**config.mk**
```make
export PLATFORM = sky130hd
export DESIGN_NAME = uart_tx_mmio
export DESIGN_NICKNAME = d
export VERILOG_FILES = /design/src/rtl/uart_tx_mmio.sv
export SDC_FILE = /design/constraint.sdc
export NUM_CORES = 1
export LEC_CHECK = 0
export BUFFER_PORTS_ARGS = -buffer_cell sky130_fd_sc_hd__clkbuf_2
export CAP_MARGIN = 10
export CORE_MARGIN = 8
export CORE_UTILIZATION = 57
export CTS_CLUSTER_SIZE = 8
export DETAILED_ROUTE_END_ITERATION = 6
export PLACE_DENSITY = 0.81
export SLEW_MARGIN = 20
export SYNTH_ARGS = -nofsm -noshare
export SYNTH_HDL_FRONTEND = slang
export SYNTH_SLANG_ARGS = --single-unit
```
**constraint.sdc**
```tcl
create_clock -name clk_in -period 3.4 [get_ports clk_in]
set_input_delay 0.68 -clock clk_in [delete_from_list [all_inputs] [get_ports clk_in]]
set_output_delay 0.68 -clock clk_in [all_outputs]
set_load 0.02 [all_outputs]
```
**src/rtl/uart_tx_mmio.sv**
```systemverilog
// uart_tx_mmio: memory-mapped 8N1 UART transmitter with a small TX FIFO.
//
// The core writes bytes into TXDATA. A baud-rate state machine shifts them
// out LSB first on tx_out as start bit, 8 data bits, stop bit. Reads are
// combinational so the core's memory stage sees data in the access cycle.
//
// Ports:
//   clk_in    - single clock, rising edge
//   reset_in  - asynchronous, active-high reset
//   ce_in     - block select from the bus decoder
//   we_in     - write strobe, qualified by ce_in
//   addr_in   - byte address, bits [3:2] select the register
//   wdata_in  - write data
//   rdata_out - combinational read data, 0 when ce_in is low
//   tx_out    - registered serial line, idles high
//
// Register map (addr_in[3:2]):
//   0 TXDATA   W: push wdata_in[7:0]; R: 0
//   1 STATUS   R: {count[8:4], overflow, busy, empty, full}; W: bit3=1 clears overflow
//   2 BAUD_DIV R/W [15:0] clocks per bit; writing 0 stores 1
//   3 reserved
module uart_tx_mmio #(
    parameter int unsigned FIFO_DEPTH  = 4,
    parameter logic [15:0] DEFAULT_DIV = 16'd868
) (
    input  logic        clk_in,
    input  logic        reset_in,
    input  logic        ce_in,
    input  logic        we_in,
    input  logic [31:0] addr_in,
    input  logic [31:0] wdata_in,
    output logic [31:0] rdata_out,
    output logic        tx_out
);

    localparam int unsigned AW = (FIFO_DEPTH > 1) ? $clog2(FIFO_DEPTH) : 1;
    localparam int unsigned CW = AW + 1;

    typedef enum logic [1:0] {S_IDLE, S_START, S_DATA, S_STOP} state_e;
    typedef enum logic [1:0] {R_TXDATA, R_STATUS, R_BAUD, R_RSVD} reg_e;

    state_e          state_q, state_d;
    logic            tx_q, tx_d;
    logic [7:0]      shift_q, shift_d;
    logic [2:0]      bit_idx_q, bit_idx_d;
    logic [15:0]     bit_timer_q, bit_timer_d;
    logic [15:0]     active_div_q, active_div_d;
    logic [15:0]     baud_div_q, baud_div_d;
    logic            overflow_q, overflow_d;
    logic [AW-1:0]   wr_ptr_q, wr_ptr_d;
    logic [AW-1:0]   rd_ptr_q, rd_ptr_d;
    logic [CW-1:0]   count_q, count_d;
    logic [7:0]      fifo_mem [FIFO_DEPTH];

    reg_e            reg_sel;
    logic            fifo_full, fifo_empty;
    logic            wr_txdata, push, pop;
    logic [7:0]      fifo_head;

    // Only addr_in[3:2] and wdata_in[15:0] carry meaning.
    logic            unused_bits;
    assign unused_bits = ^{addr_in[31:4], addr_in[1:0], wdata_in[31:16]};

    assign reg_sel    = reg_e'(addr_in[3:2]);
    assign fifo_full  = (count_q == CW'(FIFO_DEPTH));
    assign fifo_empty = (count_q == '0);
    assign fifo_head  = fifo_mem[rd_ptr_q];
    // A write to a full FIFO is dropped even if the FSM pops at the same edge.
    assign wr_txdata  = ce_in & we_in & (reg_sel == R_TXDATA);
    assign push       = wr_txdata & ~fifo_full;
    assign tx_out     = tx_q;

    always_comb begin
        // NOTE: every variable gets a default first so no path leaves it unassigned (no latches).
        state_d      = state_q;
        tx_d         = tx_q;
        shift_d      = shift_q;
        bit_idx_d    = bit_idx_q;
        bit_timer_d  = bit_timer_q;
        active_div_d = active_div_q;
        baud_div_d   = baud_div_q;
        overflow_d   = overflow_q;
        pop          = 1'b0;

        case (state_q)
            S_IDLE: begin
                if (!fifo_empty) begin
                    pop          = 1'b1;
                    state_d      = S_START;
                    shift_d      = fifo_head;
                    active_div_d = baud_div_q;
                    tx_d         = 1'b0;
                    bit_timer_d  = baud_div_q - 16'd1;
                end
            end
            S_START: begin
                if (bit_timer_q == '0) begin
                    state_d     = S_DATA;
                    tx_d        = shift_q[0];
                    bit_idx_d   = '0;
                    bit_timer_d = active_div_q - 16'd1;
                end else begin
                    bit_timer_d = bit_timer_q - 16'd1;
                end
            end
            S_DATA: begin
                if (bit_timer_q == '0) begin
                    bit_timer_d = active_div_q - 16'd1;
                    if (bit_idx_q == 3'd7) begin
                        state_d = S_STOP;
                        tx_d    = 1'b1;
                    end else begin
                        // Next bit is the one that becomes shift[0] after this shift.
                        shift_d   = shift_q >> 1;
                        tx_d      = shift_q[1];
                        bit_idx_d = bit_idx_q + 3'd1;
                    end
                end else begin
                    bit_timer_d = bit_timer_q - 16'd1;
                end
            end
            S_STOP: begin
                if (bit_timer_q == '0) begin
                    if (!fifo_empty) begin
                        // Chain straight into the next start bit, no idle gap.
                        pop          = 1'b1;
                        state_d      = S_START;
                        shift_d      = fifo_head;
                        active_div_d = baud_div_q;
                        tx_d         = 1'b0;
                        bit_timer_d  = baud_div_q - 16'd1;
                    end else begin
                        state_d = S_IDLE;
                    end
                end else begin
                    bit_timer_d = bit_timer_q - 16'd1;
                end
            end
            default: state_d = S_IDLE;
        endcase

        if (wr_txdata && fifo_full) begin
            overflow_d = 1'b1;
        end else if (ce_in && we_in && reg_sel == R_STATUS && wdata_in[3]) begin
            overflow_d = 1'b0;
        end

        if (ce_in && we_in && reg_sel == R_BAUD) begin
            baud_div_d = (wdata_in[15:0] == '0) ? 16'd1 : wdata_in[15:0];
        end

        wr_ptr_d = push ? wr_ptr_q + AW'(1) : wr_ptr_q;
        rd_ptr_d = pop  ? rd_ptr_q + AW'(1) : rd_ptr_q;
        count_d  = count_q + CW'(push) - CW'(pop);
    end

    always_comb begin
        rdata_out = '0;
        if (ce_in) begin
            case (reg_sel)
                R_STATUS: begin
                    rdata_out[4 +: CW] = count_q;
                    rdata_out[3]       = overflow_q;
                    rdata_out[2]       = (state_q != S_IDLE);
                    rdata_out[1]       = fifo_empty;
                    rdata_out[0]       = fifo_full;
                end
                R_BAUD:  rdata_out[15:0] = baud_div_q;
                default: rdata_out = '0;
            endcase
        end
    end

    always_ff @(posedge clk_in or posedge reset_in) begin
        // NOTE: sequential state uses non-blocking assignments so all flops update together.
        if (reset_in) begin
            state_q      <= S_IDLE;
            tx_q         <= 1'b1;
            shift_q      <= '0;
            bit_idx_q    <= '0;
            bit_timer_q  <= '0;
            active_div_q <= '0;
            baud_div_q   <= DEFAULT_DIV;
            overflow_q   <= 1'b0;
            wr_ptr_q     <= '0;
            rd_ptr_q     <= '0;
            count_q      <= '0;
        end else begin
            state_q      <= state_d;
            tx_q         <= tx_d;
            shift_q      <= shift_d;
            bit_idx_q    <= bit_idx_d;
            bit_timer_q  <= bit_timer_d;
            active_div_q <= active_div_d;
            baud_div_q   <= baud_div_d;
            overflow_q   <= overflow_d;
            wr_ptr_q     <= wr_ptr_d;
            rd_ptr_q     <= rd_ptr_d;
            count_q      <= count_d;
        end
    end

    // NOTE: FIFO storage is not reset; clearing pointers and count discards its contents.
    always_ff @(posedge clk_in) begin
        if (push) begin
            fifo_mem[wr_ptr_q] <= wdata_in[7:0];
        end
    end

endmodule

```
==> results of run 1 <==
## cell families (layout without fill, tap and decap cells)
logic type / after synthesis / in the layout
buffers and inverters: 59 / 84
XOR/XNOR: 39 / 39
flip-flops: 102 / 102
AO/OA/AOI/OAI: 83 / 83
other: 1 / 16
multiplexers: 58 / 58
adder cells (fa/ha/maj): 20 / 20
AND/OR/NAND/NOR: 136 / 136
## Yosys cell counts, types with 8 or more instances
library cell               instances  area, sq um
sky130_fd_sc_hd__nand2_1          23         86.3
sky130_fd_sc_hd__edfxtp_1         32          961
sky130_fd_sc_hd__a22oi_1          10         75.1
sky130_fd_sc_hd__nor3_1           17         85.1
sky130_fd_sc_hd__and3_1           10         62.6
sky130_fd_sc_hd__nor2_1           32          120
sky130_fd_sc_hd__ha_1             19          238
sky130_fd_sc_hd__inv_1            20         75.1
sky130_fd_sc_hd__xor2_1           17          149
sky130_fd_sc_hd__mux2_2           43          484
sky130_fd_sc_hd__clkbuf_1         13         48.8
sky130_fd_sc_hd__xnor2_1          22          193
sky130_fd_sc_hd__mux4_2            8          180
sky130_fd_sc_hd__o21ai_0          14         70.1
sky130_fd_sc_hd__a21oi_1          19         95.1
sky130_fd_sc_hd__dfrtp_1          64         1600
sky130_fd_sc_hd__buf_4            19          143
## metal layers
layer	global-route usage [%]	up-vias
li1	-	1858
met1	25.5	1988
met2	31.3	157
met3	4.19	28
met4	7.26	0
met5	0	-
## worst min path at each step
stage / startpoint / slack (ps) / end
finish: reset_in / 340 / state_q[0]
floorplan: overflow_q / 450 / overflow_q
global route: reset_in / 380 / shift_q[2]
detailed placement: shift_q[6] / 470 / shift_q[6]
CTS: reset_in / 360 / shift_q[2]
global placement: overflow_q / 470 / overflow_q
## layout by cell type, fill, tap and decap left out, drive strengths merged, types with 3 or more instances in the layout
cell | synthesis | layout
o22ai | 7 | 7
mux2i | 6 | 6
o21ai | 14 | 14
nand2 | 23 | 23
buf | 26 | 10
xor2 | 17 | 17
or4 | 5 | 5
xnor2 | 22 | 22
dfrtp | 64 | 64
nor3 | 18 | 18
nor2 | 32 | 32
ha | 19 | 19
mux4 | 8 | 8
and3 | 10 | 10
and2 | 5 | 5
conb | 1 | 16
clkbuf | 13 | 48
mux2 | 44 | 44
nor2b | 4 | 4
nand4 | 3 | 3
nor3b | 4 | 4
edfxtp | 32 | 32
inv | 20 | 24
a22o | 3 | 3
nor4 | 10 | 10
o221ai | 4 | 4
nand3 | 4 | 4
or2 | 5 | 5
a2bb2oi | 3 | 3
a21oi | 20 | 20
a22oi | 10 | 10
or3 | 5 | 5
nand2b | 4 | 4
a211o | 5 | 5
dfstp | 6 | 6
## area by class of cell
| type | instances | area share (%) |
|---|---|---|
| multi-input cells | 352 | 44.5 |
| flip-flops and latches | 102 | 44.1 |
| repair buffers | 48 | 4.50 |
| well taps | 133 | 2.70 |
| clock buffers | 10 | 2.07 |
| inverters | 20 | 1.22 |
| clock inverters | 6 | 0.852 |
## critical path: cells and delay by family, from the launching register on
kind	cells	cell delay, ps
adder cells (fa/ha/maj)	4	930
AND/OR/NAND/NOR	3	820
buffers and inverters	4	400
AO/OA/AOI/OAI	1	170
flip-flops	1	400
XOR/XNOR	2	320
## state kept, by name, indices dropped and copies added, names as in the netlist
name,flops
active_div_q,16
fifo_mem,32
rd_ptr_q,2
bit_idx_q,3
overflow_q,1
tx_out,1
baud_div_q,16
state_q,2
bit_timer_q,16
shift_q,8
wr_ptr_q,2
count_q,3
## power by group
| group | switching, mW | total, mW | internal, mW |
|---|---|---|---|
| combinational | 1.29 | 2.50 | 1.21 |
| clock | 0.455 | 0.735 | 0.280 |
| sequential | 0.432 | 2.07 | 1.63 |
## stage by stage
stage / power (mW) / instance area (sq um) / util (%) / hold slack [ps] / cells
2_1_floorplan: 3.97 / 5780 / - / 445 / 513
3_3_place_gp: 4.39 / 5990 / 61.2 / 466 / 655
3_5_place_dp: 4.54 / 5990 / 61.2 / 472 / 655
4_1_cts: 5.27 / 6170 / 63.1 / 365 / 671
5_1_grt: 5.63 / 6170 / 63.1 / 381 / 671
6_report: 5.30 / 6170 / 63.1 / 337 / 671
==> metrics.log, run 1 <==
INFO  metric fin_worst_skew = 15.7 ps
INFO  metric synth-compound-area-share = 10.0%
INFO  metric drt.antenna.violating_nets = 0
INFO  metric worstReg2RegEnd = count_q[2]
INFO  metric grt_overflow = 0
INFO  metric die-height = 116 um
INFO  metric setup_repair_after_global_routing_missed_its_margin = false
INFO  metric setup_tns = 0 ps
INFO  metric area_occupied_by_multi_input_gates = 2750 sq um
INFO  metric drv.max_cap_violation_count = 0
INFO  metric yosys.area_share.xor_xnor = 5.97%
INFO  metric insertedDiodeCount = 0
INFO  metric worst_slew_pin_slew = 723 ps
INFO  metric met3_length = 718 um
INFO  metric detailedRoute.firstPassIterationCount = 5
INFO  metric timing_max_transition_violations_final = 0
INFO  metric run_status = finished clean
INFO  metric cts_buffer_depth = 2
INFO  metric pre_cts_ws = 345 ps
INFO  metric cts_tree = yes
INFO  metric maxClockFrequency = 321 MHz
INFO  metric die_width = 116 um
INFO  metric worst_ep_arrival_time = 3420 ps
INFO  metric worst_path_largest_cell_delay = 410 ps
INFO  metric yosys_register_bits = 102
INFO  metric register_area_share_after_synthesis = 47.5%
INFO  metric routed_wire_length_per_instance = 18.5 um
INFO  metric post_synth_inst_count = 498
INFO  metric post_drt_via_cell_ratio = 6.01
INFO  metric synth_area = 5720 sq um
INFO  metric cp_cell_sequence = inv_1, ha_1, or3b_4, nor2b_1, a41oi_1, nor3_1, buf_4, ha_1, inv_1, ha_1, inv_1, fa_1, xnor2_1, xnor2_1
INFO  metric synth_edf_count = 32
INFO  metric first_global_vias = 4054
INFO  metric clock_sink_count = 102
INFO  metric design.final.nets = 621
INFO  metric start_util = 58.6%
INFO  metric cts_root_buffer = sky130_fd_sc_hd__clkbuf_8
INFO  metric setup.reg_to_reg.worst_slack = 290 ps
INFO  metric detail_route.wirelength = 12400 um
INFO  metric fillers = 748
INFO  metric clkSlewWorstSetupHoldPaths = 110 ps
INFO  metric fin_crit_sh = 91.5%
INFO  metric cp_slowest_cell = sky130_fd_sc_hd__or3b_4
INFO  metric route.vias.total = 4031
INFO  metric worst_ir_drop_vdd = 513 uV
INFO  metric crit_path_max_fanout = 4
INFO  metric io_buffer_count = 38
INFO  metric final-setup-viol-count = 0
INFO  metric synth_top_family_by_area = simple AND/OR/NAND/NOR gates
INFO  metric drive_gt1_share = 26.0%
INFO  metric cts-hold-fix-buffers = 0
INFO  metric fp.dieArea = 13500 sq um
INFO  metric netlist-cell-type-count = 67
INFO  metric timing_hold_violations_final = 0
INFO  metric grt_antenna_before_repair = 0
INFO  metric timing.reg2reg.worst_path_depth = 14
INFO  metric synth_ff_type = sky130_fd_sc_hd__dfrtp_1
INFO  metric worst_hold_path_type = in2async
INFO  metric yosys_warnings = 0
INFO  metric initialDrtViolationCount = 271
INFO  metric syn_area_per_cell = 11.5 sq um
INFO  metric worst_skew_pair.late_latency = 380 ps
INFO  metric grt_start_max_net_pins = 71
INFO  metric postCtsSetupRepairBufs = 0
INFO  metric finalWeightedCongestion = 0.836
INFO  metric cts_made_buffers = 9
INFO  metric post_synth_fa_ha_maj_area_fraction = 4.50%
INFO  metric power-per-cell-area = 860 nW/um^2
INFO  metric finalCriticalPeriod = 3110 ps
INFO  metric timing.max_slew.rel_slack = 51.8%
INFO  metric cp_startpoint_kind = flip-flop
INFO  metric met2_length = 5940 um
INFO  metric crit_path_start = bit_timer_q[0]
INFO  metric detailedPlacementHpwl = 9040 um
INFO  metric p_leak = 2.55 nW
INFO  metric met1Wirelength = 5490 um
INFO  metric num_io_pins = 101
INFO  metric criticalPathCategory = reg2reg
INFO  metric cts_max_level = 3
INFO  metric grt.total_usage = 19.5%
INFO  metric highest-signal-layer = met4
INFO  metric cts_resized = 0
INFO  metric core = 9770 sq um
INFO  metric critical_path_required = 3710 ps
INFO  metric synth.mux.area_fraction = 12.9%
INFO  metric worst_slack = 288 ps
INFO  metric grt_first_pass_wirelength = 20500 um
INFO  metric floorplan.rows = 36
INFO  metric end_kind = flip-flop
INFO  metric worst_r2r_startpoint = bit_timer_q[0]
INFO  metric area_growth_syn_to_layout = 7.72%
INFO  metric synthSimpleGateAreaFrac = 13.5%
INFO  metric flip_flop_and_latch_area = 2720 sq um
INFO  metric async_reset_ff_share = 68.6%
INFO  metric crit_path_end = count_q[2]
INFO  metric number_of_remaining_drc_errors = 0
No activity file was read; power rests on OpenSTA's default activity.
==> run 2: changes to the inputs <==
- ABC_AREA: not set -> 1
- PLACE_DENSITY: 0.81 -> 0.8
==> metrics.log, run 2 <==
INFO  metric run_status = finished clean (unchanged)
INFO  metric setup_repair_after_global_routing_missed_its_margin = false (unchanged)
INFO  metric cts_tree = yes (unchanged)
INFO  metric netlist-cell-type-count = 50 (was 67)
INFO  metric detailedPlacementHpwl = 10700 um (was 9040 um)
INFO  metric power-per-cell-area = 870 nW/um^2 (was 860 nW/um^2)
INFO  metric syn_area_per_cell = 7.93 sq um (was 11.5 sq um)
INFO  metric finalWeightedCongestion = 0.929 (was 0.836)
INFO  metric die-height = 120 um (was 116 um)
INFO  metric dpl.cell_count = 938 (was 655)
INFO  metric cts-hold-fix-buffers = 0 (unchanged)
INFO  metric clkSlewWorstSetupHoldPaths = 110 ps (about the same)
INFO  metric cp_cell_sequence = inv_1, ha_1, nor2_2, a21boi_4, ha_1, inv_1, ha_1, inv_1, fa_1, xor2_1 (was inv_1, ha_1, or3b_4, nor2b_1, a41oi_1, nor3_1, buf_4, ha_1, inv_1, ha_1, inv_1, fa_1, xnor2_1, xnor2_1)
INFO  metric flip_flop_and_latch_area = 2720 sq um (unchanged)
INFO  metric final_common_cell = sky130_fd_sc_hd__nand2_1 (was sky130_fd_sc_hd__dfrtp_1)
INFO  metric cts_made_buffers = 9 (unchanged)
INFO  metric area_occupied_by_multi_input_gates = 2970 sq um (was 2750 sq um)
INFO  metric synth_top_family_by_area = simple AND/OR/NAND/NOR gates (unchanged)
INFO  metric cts_resized = 0 (unchanged)
INFO  metric insertedDiodeCount = 0 (unchanged)
INFO  metric detailedRoute.firstPassIterationCount = 5 (unchanged)
INFO  metric cts_max_level = 3 (unchanged)
INFO  metric start_util = 57.7% (was 58.6%)
INFO  metric io_buffer_count = 38 (unchanged)
INFO  metric number_of_remaining_drc_errors = 0 (unchanged)
INFO  metric post-route-util = 61.9% (was 63.1%)
INFO  metric worst_path_largest_cell_delay = 520 ps (was 410 ps)
INFO  metric first_global_vias = 5014 (was 4054)
INFO  metric grt_antenna_before_repair = 0 (unchanged)
INFO  metric worstReg2RegEnd = count_q[2] (unchanged)
INFO  metric grt_start_max_net_pins = 50 (was 71)
INFO  metric crit_path_max_fanout = 13 (was 4)
INFO  metric cts_root_buffer = sky130_fd_sc_hd__clkbuf_8 (unchanged)
INFO  metric criticalPathCategory = reg2reg (unchanged)
INFO  metric largest_register_ffs = 32 (unchanged)
INFO  metric floorplan.rows = 38 (was 36)
INFO  metric async_reset_ff_share = 68.6% (unchanged)
INFO  metric gr-usage-met2 = 32.5% (was 31.3%)
INFO  metric synth_area_leader_cell = sky130_fd_sc_hd__dfrtp_1 (unchanged)
INFO  metric final.hold.worst_slack = 412 ps (was 337 ps)
INFO  metric area_growth_syn_to_layout = 7.30% (was 7.72%)
INFO  metric route.vias.total = 5253 (was 4031)
INFO  metric yosys.area_share.xor_xnor = 3.12% (was 5.97%)
INFO  metric synth-compound-area-share = 11.7% (was 10.0%)
INFO  metric synth_ff_type = sky130_fd_sc_hd__dfrtp_1 (unchanged)
INFO  metric fp.dieArea = 14400 sq um (was 13500 sq um)
INFO  metric yosys_register_bits = 102 (unchanged)
INFO  metric worst_slew_pin_slew = 874 ps (was 723 ps)
INFO  metric postCtsSetupRepairBufs = 0 (unchanged)
INFO  metric worst_r2r_startpoint = state_q[0] (was bit_timer_q[0])
INFO  metric grt_overflow = 0 (unchanged)
INFO  metric commonest_cells_after_routing_fill_and_taps_aside = sky130_fd_sc_hd__nand2_1, sky130_fd_sc_hd__nor2_1, sky130_fd_sc_hd__inv_1, sky130_fd_sc_hd__dfrtp_1, sky130_fd_sc_hd__o21ai_0 (was sky130_fd_sc_hd__dfrtp_1, sky130_fd_sc_hd__mux2_2, sky130_fd_sc_hd__clkbuf_2, sky130_fd_sc_hd__nor2_1, sky130_fd_sc_hd__edfxtp_1)
INFO  metric grt.total_usage = 20.4% (was 19.5%)
INFO  metric crit_path_start = state_q[0] (was bit_timer_q[0])
INFO  metric registers.top_by_ff_count = fifo_mem (unchanged)
INFO  metric end_kind = flip-flop (unchanged)
INFO  metric timing_max_transition_violations_final = 0 (unchanged)
INFO  metric worst_ir_drop_vdd = 596 uV (was 513 uV)
INFO  metric grt_first_pass_wirelength = 24000 um (was 20500 um)
INFO  metric synth_top_area_share = 26.0% (was 28.0%)
INFO  metric setup.reg_to_reg.worst_slack = 680 ps (was 290 ps)
INFO  metric routed_wire_length_per_instance = 15.0 um (was 18.5 um)
INFO  metric worst_slack = 685 ps (was 288 ps)
INFO  metric synthSimpleGateAreaFrac = 27.2% (was 13.5%)
INFO  metric fin_worst_skew = 9.15 ps (was 15.7 ps)
INFO  metric cp_startpoint_kind = flip-flop (unchanged)
INFO  metric fillers = 901 (was 748)
INFO  metric timing_hold_violations_final = 0 (unchanged)
INFO  metric worst_ep_arrival_time = 3000 ps (was 3420 ps)
INFO  metric stdcell_area = 6620 sq um (was 6170 sq um)
INFO  metric p_leak = 3.02 nW (was 2.55 nW)
INFO  metric timing.reg2reg.worst_path_depth = 10 (was 14)
INFO  metric post_drt_via_cell_ratio = 5.51 (was 6.01)
INFO  metric timing.max_slew.rel_slack = 41.7% (was 51.8%)
INFO  metric drive_gt1_share = 12.7% (was 26.0%)
INFO  metric drt.antenna.violating_nets = 0 (unchanged)
INFO  metric cp_slowest_cell = sky130_fd_sc_hd__ha_1 (was sky130_fd_sc_hd__or3b_4)
INFO  metric synth_area = 6170 sq um (was 5720 sq um)
INFO  metric yosys_warnings = 0 (unchanged)
INFO  metric layout.cells.non_filler = 954 (was 671)
INFO  metric most_used_standard_cell_by_instance_count_after_synthesis = sky130_fd_sc_hd__nand2_1 (was sky130_fd_sc_hd__dfrtp_1)
INFO  metric register_area_share_after_synthesis = 44.1% (was 47.5%)
INFO  metric critical_path_required = 3690 ps (was 3710 ps)
INFO  metric fin_crit_sh = 79.9% (was 91.5%)
INFO  metric clock_sink_count = 102 (unchanged)
INFO  metric cell_types_with_the_largest_area_share_after_synthesis = sky130_fd_sc_hd__dfrtp_1, sky130_fd_sc_hd__edfxtp_1, sky130_fd_sc_hd__nand2_1 (was sky130_fd_sc_hd__dfrtp_1, sky130_fd_sc_hd__edfxtp_1, sky130_fd_sc_hd__mux2_2)
INFO  metric design.final.nets = 897 (was 621)
INFO  metric final-setup-viol-count = 0 (unchanged)
INFO  metric grt.met1_usage = 27.3% (was 25.5%)
INFO  metric cts_buffer_depth = 2 (unchanged)
INFO  metric placedInstanceArea = 6400 sq um (was 5990 sq um)
INFO  metric post_synth_fa_ha_maj_area_fraction = 4.18% (was 4.50%)
INFO  metric total_power = 5.76 mW (was 5.30 mW)
INFO  metric finalCriticalPeriod = 2720 ps (was 3110 ps)
INFO  metric pre_cts_ws = 704 ps (was 345 ps)
INFO  metric setup_tns = 0 ps (unchanged)
INFO  metric grt.busiest_layer = met2 (unchanged)
INFO  metric core = 10700 sq um (was 9770 sq um)
INFO  metric maxClockFrequency = 368 MHz (was 321 MHz)
INFO  metric initialDrtViolationCount = 364 (was 271)
INFO  metric worst_hold_path_type = in2async (unchanged)
INFO  metric die_width = 120 um (was 116 um)
INFO  metric crit_path_end = count_q[2] (unchanged)
INFO  metric worst_skew_pair.late_latency = 390 ps (was 380 ps)
INFO  metric num_io_pins = 101 (unchanged)
INFO  metric synth_edf_count = 32 (unchanged)
INFO  metric drv.max_cap_violation_count = 0 (unchanged)
INFO  metric grt_use_met3 = 3.76% (was 4.19%)
INFO  metric ys_top_cells_by_count = sky130_fd_sc_hd__nand2_1, sky130_fd_sc_hd__nor2_1, sky130_fd_sc_hd__inv_1 (was sky130_fd_sc_hd__dfrtp_1, sky130_fd_sc_hd__mux2_2, sky130_fd_sc_hd__edfxtp_1, sky130_fd_sc_hd__nor2_1, sky130_fd_sc_hd__nand2_1)
INFO  metric synth.mux.area_fraction = 0.973% (was 12.9%)
INFO  metric detail_route.wirelength = 14300 um (was 12400 um)
INFO  metric post_synth_inst_count = 778 (was 498)
[run 2: cell count changes in the layout (fill, tap and decap cells not counted), sizes merged, moves of 10 or more]
cell / previous run / this run
nor2: 32 / 94
o21ai: 14 / 94
mux2: 44 / 0
xnor2: 22 / 5
and3: 10 / 0
nand3: 4 / 47
inv: 24 / 80
nand2: 23 / 211
[run 2: worst min-delay path by stage]
| stage | end |
|---|---|
| 2_1_floorplan | shift_q[0] |
| 3_3_place_gp | tx_out |
| 3_5_place_dp | tx_out |
| 4_1_cts | tx_out |
| 5_1_grt | state_q[0] |
| 6_report | state_q[1] |
[run 2: layout make-up]
| type | count | share of cell area (%) |
|---|---|---|
| clock buffers | 9 | 1.87 |
| clock inverters | 7 | 1.49 |
| inverters | 80 | 4.55 |
| multi-input cells | 573 | 44.9 |
| flip-flops and latches | 102 | 41.1 |
| well taps | 140 | 2.65 |
| repair buffers | 43 | 3.44 |
[run 2: cell families (layout without fill, tap and decap cells)]
logic type	count (synthesis)	in the layout
compound gates	127	127
xor+xnor	22	22
mux	6	6
flops	102	102
simple gates	382	382
other cells	1	16
buf+inv	118	139
fa+ha+maj	20	20
[run 2: routing by layer]
metal  share of wire (%)  wire, um
met1                  46      6600
met2                  46      6650
met3                 5.7       820
met4                 1.8       263
met5                   0         0
[run 2: report_power, final]
| group | leakage (nW) | internal [mW] | switching (mW) |
|---|---|---|---|
| sequential | 1.14 | 1.65 | 0.397 |
| clock | 0.108 | 0.363 | 0.473 |
| combinational | 1.77 | 0.975 | 1.90 |
[run 2: worst max-delay path: cells and delay by family, from the launching register on]
family / cells / cell delay, ps
fa+ha+maj: 4 / 1280
flops: 1 / 450
compound gates: 1 / 270
simple gates: 1 / 230
buf+inv: 3 / 210
xor+xnor: 1 / 160
